**src/rtl/vga_timing_if.sv**
```systemverilog
// Output bundle of the VGA raster timing generator.
// master: driven by vga_timing; slave: pattern stage / DAC side.
interface vga_timing_if;
  logic [9:0] x_out;
  logic [9:0] y_out;
  logic       active;
  logic       frame_start;
  logic       hsync;
  logic       vsync;
  logic       blank_n;

  modport master (
    output x_out,
    output y_out,
    output active,
    output frame_start,
    output hsync,
    output vsync,
    output blank_n
  );

  modport slave (
    input x_out,
    input y_out,
    input active,
    input frame_start,
    input hsync,
    input vsync,
    input blank_n
  );
endinterface

```
**src/rtl/vga_timing.sv**
```systemverilog
// VGA raster timing generator.
// Scans h_cnt/v_cnt across the full raster and registers, for each position,
// the visible coordinates, the active flag and a frame-start pulse. Raw
// sync/active then pass through a PIPE_DELAY-stage shift register so that
// hsync/vsync/blank_n line up with RGB produced downstream.
// Optional macro VGA_SYNC_POSITIVE_EN: active-high hsync/vsync (idle 0).
// Without it the syncs are active-low (idle 1). blank_n polarity is fixed.
module vga_timing #(
  parameter int H_VISIBLE  = 640,
  parameter int H_FRONT    = 16,
  parameter int H_SYNC     = 96,
  parameter int H_BACK     = 48,
  parameter int V_VISIBLE  = 480,
  parameter int V_FRONT    = 10,
  parameter int V_SYNC     = 2,
  parameter int V_BACK     = 33,
  parameter int PIPE_DELAY = 3
) (
  input  logic         clk,
  input  logic         rst,
  vga_timing_if.master vga
);

  localparam int H_TOTAL = H_VISIBLE + H_FRONT + H_SYNC + H_BACK;
  localparam int V_TOTAL = V_VISIBLE + V_FRONT + V_SYNC + V_BACK;

  // Last counter values before wrapping.
  localparam logic [9:0] H_LAST = 10'(H_TOTAL - 1);
  localparam logic [9:0] V_LAST = 10'(V_TOTAL - 1);

  // Window bounds held in 11 bits so an end bound of 1024 stays exact.
  localparam logic [10:0] H_VIS_W    = 11'(H_VISIBLE);
  localparam logic [10:0] V_VIS_W    = 11'(V_VISIBLE);
  localparam logic [10:0] HS_START_W = 11'(H_VISIBLE + H_FRONT);
  localparam logic [10:0] HS_END_W   = 11'(H_VISIBLE + H_FRONT + H_SYNC);
  localparam logic [10:0] VS_START_W = 11'(V_VISIBLE + V_FRONT);
  localparam logic [10:0] VS_END_W   = 11'(V_VISIBLE + V_FRONT + V_SYNC);

`ifdef VGA_SYNC_POSITIVE_EN
  localparam logic SYNC_ACTIVE = 1'b1;
`else
  localparam logic SYNC_ACTIVE = 1'b0;
`endif
  localparam logic SYNC_IDLE = ~SYNC_ACTIVE;

  // Delay-line word: {hsync, vsync, active}; idle value used in reset.
  localparam logic [2:0] PIPE_IDLE = {SYNC_IDLE, SYNC_IDLE, 1'b0};

  logic [9:0] h_cnt_r;
  logic [9:0] v_cnt_r;

  logic [9:0] x_out_r;
  logic [9:0] y_out_r;
  logic       active_r;
  logic       frame_start_r;

  logic [2:0] pipe_r [0:PIPE_DELAY];

  logic [9:0] x_s;
  logic [9:0] y_s;
  logic       active_s;
  logic       frame_start_s;
  logic       hsync_raw_s;
  logic       vsync_raw_s;
  logic       h_vis_s;
  logic       v_vis_s;
  logic       h_win_s;
  logic       v_win_s;

  // Raster counters: h wraps at H_TOTAL, v steps on each h wrap and wraps at V_TOTAL.
  always_ff @(posedge clk or negedge rst) begin
    if (!rst) begin
      h_cnt_r <= 10'd0;
      v_cnt_r <= 10'd0;
    end else if (h_cnt_r == H_LAST) begin
      h_cnt_r <= 10'd0;
      if (v_cnt_r == V_LAST) begin
        v_cnt_r <= 10'd0;
      end else begin
        v_cnt_r <= v_cnt_r + 10'd1;
      end
    end else begin
      h_cnt_r <= h_cnt_r + 10'd1;
    end
  end

  // Decode the current raster position into coordinates, active and raw sync.
  always_comb begin
    h_vis_s       = ({1'b0, h_cnt_r} < H_VIS_W);
    v_vis_s       = ({1'b0, v_cnt_r} < V_VIS_W);
    h_win_s       = ({1'b0, h_cnt_r} >= HS_START_W) && ({1'b0, h_cnt_r} < HS_END_W);
    v_win_s       = ({1'b0, v_cnt_r} >= VS_START_W) && ({1'b0, v_cnt_r} < VS_END_W);
    frame_start_s = (h_cnt_r == 10'd0) && (v_cnt_r == 10'd0);

    if (h_vis_s && v_vis_s) begin
      active_s = 1'b1;
      x_s      = h_cnt_r;
      y_s      = v_cnt_r;
    end else begin
      active_s = 1'b0;
      x_s      = 10'd0;
      y_s      = 10'd0;
    end

    if (h_win_s) begin
      hsync_raw_s = SYNC_ACTIVE;
    end else begin
      hsync_raw_s = SYNC_IDLE;
    end

    if (v_win_s) begin
      vsync_raw_s = SYNC_ACTIVE;
    end else begin
      vsync_raw_s = SYNC_IDLE;
    end
  end

  // Register the undelayed outputs for the position just decoded.
  always_ff @(posedge clk or negedge rst) begin
    if (!rst) begin
      x_out_r       <= 10'd0;
      y_out_r       <= 10'd0;
      active_r      <= 1'b0;
      frame_start_r <= 1'b0;
    end else begin
      x_out_r       <= x_s;
      y_out_r       <= y_s;
      active_r      <= active_s;
      frame_start_r <= frame_start_s;
    end
  end

  // Sync/active delay line: stage 0 is aligned with x_out, stage PIPE_DELAY drives the DAC.
  always_ff @(posedge clk or negedge rst) begin
    if (!rst) begin
      for (int i = 0; i <= PIPE_DELAY; i++) begin
        pipe_r[i] <= PIPE_IDLE;
      end
    end else begin
      pipe_r[0] <= {hsync_raw_s, vsync_raw_s, active_s};
      for (int i = 1; i <= PIPE_DELAY; i++) begin
        pipe_r[i] <= pipe_r[i-1];
      end
    end
  end

  assign vga.x_out       = x_out_r;
  assign vga.y_out       = y_out_r;
  assign vga.active      = active_r;
  assign vga.frame_start = frame_start_r;
  assign vga.hsync       = pipe_r[PIPE_DELAY][2];
  assign vga.vsync       = pipe_r[PIPE_DELAY][1];
  assign vga.blank_n     = pipe_r[PIPE_DELAY][0];

endmodule

```
**src/flat_wrapper.sv**
```systemverilog
// flat-port wrapper written by rule: the top's interface ports become plain ports
module vga_timing_flat 
#(
  parameter int H_VISIBLE  = 640,
  parameter int H_FRONT    = 16,
  parameter int H_SYNC     = 96,
  parameter int H_BACK     = 48,
  parameter int V_VISIBLE  = 480,
  parameter int V_FRONT    = 10,
  parameter int V_SYNC     = 2,
  parameter int V_BACK     = 33,
  parameter int PIPE_DELAY = 3
)
  (clk, rst, vga_x_out, vga_y_out, vga_active, vga_frame_start, vga_hsync, vga_vsync, vga_blank_n);
  vga_timing_if vga_i ();
  input  logic clk;
  input  logic rst;
  output wire logic [$bits(vga_i.x_out)-1:0] vga_x_out;
  output wire logic [$bits(vga_i.y_out)-1:0] vga_y_out;
  output wire logic [$bits(vga_i.active)-1:0] vga_active;
  output wire logic [$bits(vga_i.frame_start)-1:0] vga_frame_start;
  output wire logic [$bits(vga_i.hsync)-1:0] vga_hsync;
  output wire logic [$bits(vga_i.vsync)-1:0] vga_vsync;
  output wire logic [$bits(vga_i.blank_n)-1:0] vga_blank_n;
  assign vga_x_out = vga_i.x_out;
  assign vga_y_out = vga_i.y_out;
  assign vga_active = vga_i.active;
  assign vga_frame_start = vga_i.frame_start;
  assign vga_hsync = vga_i.hsync;
  assign vga_vsync = vga_i.vsync;
  assign vga_blank_n = vga_i.blank_n;
  vga_timing #(.H_VISIBLE(H_VISIBLE), .H_FRONT(H_FRONT), .H_SYNC(H_SYNC), .H_BACK(H_BACK), .V_VISIBLE(V_VISIBLE), .V_FRONT(V_FRONT), .V_SYNC(V_SYNC), .V_BACK(V_BACK), .PIPE_DELAY(PIPE_DELAY)) u_core (.clk(clk), .rst(rst), .vga(vga_i));
endmodule
```
**config.mk**
```make
export PLATFORM = sky130hd
export DESIGN_NAME = vga_timing_flat
export DESIGN_NICKNAME = d
export VERILOG_FILES = /design/src/rtl/vga_timing_if.sv /design/src/rtl/vga_timing.sv /design/src/flat_wrapper.sv
export SDC_FILE = /design/constraint.sdc
export NUM_CORES = 1
export LEC_CHECK = 0
export CAP_MARGIN = 20
export CORE_UTILIZATION = 30
export CTS_BUF_LIST = sky130_fd_sc_hd__clkbuf_8
export DETAILED_ROUTE_END_ITERATION = 12
export DONT_BUFFER_PORTS = 1
export GPL_ROUTABILITY_DRIVEN = 0
export PLACE_DENSITY = 0.47
export SLEW_MARGIN = 40
export SYNTH_ARGS = -nofsm -noshare
export SYNTH_HDL_FRONTEND = slang
export SYNTH_SLANG_ARGS = --single-unit
```
**constraint.sdc**
```tcl
create_clock -name clk -period 5 [get_ports clk]
set_clock_uncertainty 0.1 [all_clocks]
set_input_delay 1.5 -clock clk [delete_from_list [all_inputs] [get_ports clk]]
set_output_delay 1.5 -clock clk [all_outputs]
set_load 0.01 [all_outputs]
```
==> results of run 1 <==
-- layer usage --
metal  GRT usage  up-vias  wire [um]
li1            -      572          -
met1       0.161      606       1830
met2       0.156       45       1580
met3      0.0443        6        256
met4      0.0364        0         46
met5           0        -          0
-- path summary, 6_finish.rpt --
check | endpoint | cells after the start | from | slack [ps]
min in group asynchronous | u_core.vga.x_out[7]$_DFF_PN0_ | 0 | rst | 780
worst min register to register | u_core.vga.blank_n$_DFF_PN0_ | 0 | u_core.pipe_r[3]$_DFF_PN0_ | 260
worst min-delay path | u_core.vga.blank_n$_DFF_PN0_ | 0 | u_core.pipe_r[3]$_DFF_PN0_ | 260
max in group asynchronous | u_core.pipe_r[10]$_DFF_PN1_ | 0 | rst | 3830
worst max-delay path | vga_hsync | 0 | u_core.vga.hsync$_DFF_PN1_ | 2550
worst max register to register | u_core.v_cnt_r[4]$_DFFE_PN0N_ | 4 | u_core.h_cnt_r[5]$_DFF_PN0_ | 2780
-- where the power goes --
part	total, mW	switching [mW]	internal (mW)
Sequential	0.429	0.000353	0.429
Clock	0.291	0.129	0.161
Combinational	0.0000740	0.0000737	0
Total	0.720	0.130	0.590
-- through the flow --
stage	total power [mW]	std cells	hold WS, ps
final	0.720	262	255
after global routing	0.749	262	265
after CTS	0.730	262	259
after detailed placement	0.438	254	238
after global placement	0.438	254	238
after floorplan	0.438	167	231
-- state kept, by name (all words and copies together), names as in the netlist --
signal                  cells
u_core.h_cnt_r             10
u_core.vga.blank_n          1
u_core.vga.frame_start      1
u_core.pipe_r               9
u_core.vga.y_out           10
u_core.v_cnt_r             10
u_core.vga.hsync            1
u_core.vga.vsync            1
u_core.vga.x_out           10
-- synthesized netlist by cell type, types with 2 or more instances --
library cell and n:
o21ai_0 4, nor4_1 8, nor2_1 6, nand3_1 6, and4_1 5, dfrtp_1 45, xor2_1 4, ha_1 4
buf_2 3, a31oi_1 2, and3_1 6, inv_1 5, clkbuf_1 3, o21a_1 2, xnor2_1 6, nand2_1 8
nand4_1 5, and2_1 16, dfstp_2 8
-- layout make-up --
type	instances	area, um^2	area share
clock buffer	6	82.6	0.0361
clock inverter	2	33.8	0.0148
inverter	5	18.8	0.00820
multi-input combinational	100	697	0.305
sequential	53	1340	0.584
tap	96	120	0.0525
-- cells by family after synthesis --
kind of cell,count (synthesis)
DFF,53
muxes,3
AOI/OAI and AO/OA,12
and+or+nand+nor,70
xor gates and xnor gates,10
adders and majority gates,4
other,1
buffers and inverters,14
==> run_results.csv, run 1 <==
group,metric,value,unit
synthesis,ys_types,40,
placement,dp_hpwl,2470,um
timing,setup_violations,0,
synthesis,synthAdderAreaFrac,0.0238,
synthesis,synth_fp_nets,173,
floorplan,rows,30,
final_layout,final.fill_count,651,
job,cap_violations,0,
synthesis,synth_area,2100,um^2
synthesis,yosys.area_share.xor_xnor,0.0417,
min_path,hold_class,"reg -> reg",
floorplan,start_util,0.309,
final_layout,drive_gt1_frac,0.127,
final_layout,fin_nets,171,
timing,tightestPinTransition,690,ps
clock_network,cts_resized,0,
setup_path,path_max_fanout,1,
final_layout,final_area,2290,um^2
synthesis,synthTopCellsByArea,"dfrtp_1 (54%), dfstp_2 (10%), and2_1 (4.8%)",
drt,routed_wl,3720,um
final_layout,antenna_cells,0,
timing,setup_ws,2550,ps
outcome,outcome,"completed",
grt,grt_antenna_before_repair,0,
clock_network,clk-insertion-delay-late,300,ps
setup_path,critPathKind,"reg -> out",
drt,vias,1229,
pwr,p_per_area,315,nW/um^2
synthesis,synthMuxAreaShare,0.0155,
timing,fin_crit,2450,ps
grt,grt_util_all_layers,0.113,
clock_network,clkSinkCount,53,
drt,dr.first_iter.drc_count,104,
clock_network,cts_buffer_depth,2,
timing,slew_headroom,0.537,
setup_path,crit_arrival,850,ps
clock_network,post_cts_buffers,0,
synthesis,yosys_warnings,0,
timing,finalSetupTns,0,ps
grt,grt_pass1_wl,6290,um
timing,rsz0062_at_grt,"false",
grt,grt.overflow.total,0,
synthesis,synth_compound_area_frac,0.0393,
synthesis,synthSimpleGateAreaFrac,0.210,
clock_network,cts_tree,"yes",
clock_network,cts_buffers,5,
setup_path,start_kind,"flip-flop",
drt,routedWlPerCell,14.2,um
final_layout,areaGrowthSynthToFinish,8.87,%
floorplan,dieArea,7350,um^2
timing,fin_crit_sh,0.490,
drt,first_pass_iters,4,
synthesis,syn_inst,167,
final_layout,final_common_cell,"dfrtp_1",
final_layout,final_util,0.337,
synthesis,synth-seq-cells,53,
timing,slew_violations,0,
drt,via_per_inst,4.69,
synthesis,synth_edf_count,0,
grt,grt_start_max_net_pins,54,
floorplan,die_h,85.7,um
grt,grt_pass1_vias,1210,
floorplan,fp.coreArea,6790,um^2
synthesis,synth_top_cell_by_area,"dfrtp_1",
floorplan,die_w,85.7,um
placement,dp_slack,2800,ps
pwr,vdd_drop_max,0.000111,V
drt,drcViolationCount,0,
timing,finalHoldViolations,0,
synthesis,synth_top_cell_area_share,0.536,
synthesis,synth_top_family_by_area,"simple AND/OR/NAND/NOR gates",
setup_path,critical_path_required,3400,ps
final_layout,layout_common_cells,"dfrtp_1 (45), and2_1 (16), nand2_1 (8), nor4_1 (8), dfstp_2 (8)",
placement,placed_area,2170,um^2
floorplan,pin_count,27,
clock_network,root_buffer,"clkbuf_8",
clock_network,clkTransAtPathRegs,90,ps
clock_network,h-tree-depth,2,
drt,drtAntennaViolNets,0,
placement,port-buffer-count,0,
synthesis,yosysSeqAreaShare,0.636,
pwr,p_leak,0.999,nW
synthesis,ys.flop_type,"dfrtp_1",
synthesis,postSynth.asyncResetShare,1.00,
clock_network,postCtsHoldBufs,0,
timing,max_clock_freq,408,MHz
setup_path,endpoint_kind,"output port",
synthesis,synth.avg_cell_area,12.6,um^2
(Power assumes the default switching activity.)
==> run 2: changes to the inputs <==
--- a/config.mk
+++ b/config.mk
@@ -11,7 +11,7 @@
 export DETAILED_ROUTE_END_ITERATION = 12
 export DONT_BUFFER_PORTS = 1
 export GPL_ROUTABILITY_DRIVEN = 0
-export PLACE_DENSITY = 0.47
+export PLACE_DENSITY = 0.48
 export SLEW_MARGIN = 40
 export SYNTH_ARGS = -nofsm -noshare
 export SYNTH_HDL_FRONTEND = slang
==> constraint.sdc (replaced) <==
create_clock -name clk -period 2.05 [get_ports clk]
set_clock_uncertainty 0.1 [all_clocks]
set_input_delay 0.615 -clock clk [delete_from_list [all_inputs] [get_ports clk]]
set_output_delay 0.615 -clock clk [all_outputs]
set_load 0.01 [all_outputs]
==> run 2 against run 1 <==
- flip-flop and latch count unchanged
- worst setup slack got worse by 2300 ps
- die area unchanged
- global-route usage about the same
- final area increased by 2.6%
- first-iteration DRC count decreased by 7.7%
- cell count increased by 1.9%
- total power increased by 140%
- critical path depth increased by 4
- clock power increased by 140%
- clock-buffer cell count decreased by 1
- register-to-register slack got worse by 2600 ps
- critical endpoint is now u_core.v_cnt_r[4]$_DFFE_PN0N_
==> run_results.csv, run 2 (synthesized netlist as in run 1, its figures left out) <==
group,metric,value,unit
grt,grt_util_all_layers,0.113,
drt,routed_wl,3760,um
final_layout,fin_nets,176,
placement,dp_hpwl,2500,um
drt,dr.first_iter.drc_count,96,
placement,placed_area,2200,um^2
setup_path,cpPeakStageDelay,480,ps
outcome,outcome,"completed",
timing,finalHoldViolations,0,
timing,fin_crit_sh,0.895,
clock_network,cts_buffers,5,
final_layout,areaGrowthSynthToFinish,11.7,%
timing,setup_violations,0,
pwr,vdd_drop_max,0.000509,V
min_path,hold_class,"in -> async",
final_layout,final_area,2350,um^2
grt,grt_start_max_net_pins,46,
setup_path,path_max_fanout,7,
pwr,p_per_area,750,nW/um^2
drt,first_pass_iters,4,
final_layout,layout_common_cells,"dfrtp_1 (45), and2_1 (16), nand2_1 (8), nor4_1 (8), dfstp_2 (8)",
clock_network,cts_buffer_depth,2,
timing,fin_crit,1830,ps
drt,drtAntennaViolNets,0,
grt,grt_antenna_before_repair,0,
grt,grt.overflow.total,0,
clock_network,cts_tree,"yes",
clock_network,clkTransAtPathRegs,90,ps
clock_network,h-tree-depth,2,
setup_path,crit_arrival,1920,ps
floorplan,rows,30,
job,cap_violations,0,
floorplan,fp.coreArea,6790,um^2
floorplan,start_util,0.309,
setup_path,critPathKind,"reg -> reg",
drt,drcViolationCount,0,
grt,grt_pass1_vias,1184,
final_layout,drive_gt1_frac,0.152,
clock_network,clk-insertion-delay-late,310,ps
setup_path,start_kind,"flip-flop",
grt,grt_pass1_wl,6220,um
drt,via_per_inst,4.64,
timing,rsz0062_at_grt,"false",
clock_network,root_buffer,"clkbuf_8",
floorplan,die_h,85.7,um
timing,max_clock_freq,545,MHz
setup_path,critical_path_required,2140,ps
floorplan,die_w,85.7,um
setup_path,endpoint_kind,"flip-flop",
pwr,p_leak,1.05,nW
placement,port-buffer-count,0,
final_layout,final_common_cell,"dfrtp_1",
clock_network,post_cts_buffers,0,
timing,slew_violations,0,
floorplan,dieArea,7350,um^2
timing,finalSetupTns,0,ps
floorplan,pin_count,27,
drt,vias,1240,
final_layout,antenna_cells,0,
drt,routedWlPerCell,14.1,um
setup_path,cpMaxStageDelayCell,"dfrtp_1",
setup_path,cp_cell_sequence,"nor4b_4, nor3b_4, nand4_1, mux2_1",
clock_network,clkSinkCount,53,
==> run 2: worst paths after layout <==
kind / start / to / slack, ps / depth (start not counted)
min: rst / u_core.vga.hsync$_DFF_PN1_ / 40 / 0
max in group asynchronous: rst / u_core.v_cnt_r[8]$_DFFE_PN0N_ / 1600 / 1
max reg2reg: u_core.h_cnt_r[7]$_DFF_PN0_ / u_core.v_cnt_r[4]$_DFFE_PN0N_ / 220 / 4
min in group clk: u_core.pipe_r[11]$_DFF_PN1_ / u_core.pipe_r[8]$_DFF_PN1_ / 260 / 0
max: u_core.h_cnt_r[7]$_DFF_PN0_ / u_core.v_cnt_r[4]$_DFFE_PN0N_ / 220 / 4
min reg2reg: u_core.pipe_r[11]$_DFF_PN1_ / u_core.pipe_r[8]$_DFF_PN1_ / 260 / 0
==> run 2: worst max-delay path: cells and delay by family, from the launching register on <==
family / cells / cell delay, ps
AND/OR/NAND/NOR: 3 / 810
flip-flops: 1 / 480
multiplexers: 1 / 330
==> run 2: stage by stage <==
step | hold slack, ps | std cells | util | worst slack (ps) | power, mW
final | 41.5 | 267 | 0.345 | 216 | 1.76
after global routing | 17.9 | 267 | 0.345 | 34.5 | 1.83
after CTS | 28.1 | 267 | 0.345 | 190 | 1.79
after detailed placement | 221 | 258 | 0.324 | 212 | 1.07
after global placement | 221 | 258 | 0.324 | 265 | 1.07
after floorplan | 219 | 167 | - | 401 | 1.07
==> run 2: layout make-up <==
class                      instances  area [um^2]
tap                               96          120
fill                             666         4450
clock inverter                     3         42.5
multi-input combinational        100          703
sequential                        53         1340
inverter                           5         18.8
clock buffer                       5         68.8
timing repair buffer               5         57.6
==> run 2: where the power goes <==
| group | switching, mW | internal [mW] | total [mW] |
|---|---|---|---|
| registers | 0.000840 | 1.05 | 1.05 |
| clock network | 0.330 | 0.362 | 0.692 |
| logic | 0.0162 | 0.00564 | 0.0219 |
| total | 0.348 | 1.41 | 1.76 |
==> run 2: routing by layer <==
| metal | global-route usage | routed length, um | part of all wire | vias to the layer above |
|---|---|---|---|---|
| met5 | 0 | 0 | 0 | - |
| met4 | 0.0500 | 67 | 0.018 | 0 |
| met1 | 0.159 | 1790 | 0.48 | 613 |
| li1 | - | - | - | 578 |
| met3 | 0.0366 | 278 | 0.074 | 7 |
| met2 | 0.157 | 1630 | 0.43 | 42 |
==> run 2: repair_timing <==
| item | in CTS | in global routing |
|---|---|---|
| endpoints found under the setup margin | 0 | 1 |
| gates resized for setup | 0 | 1 |
| hold buffers | 1 | 0 |
| hold endpoints to repair | 45 | 0 |
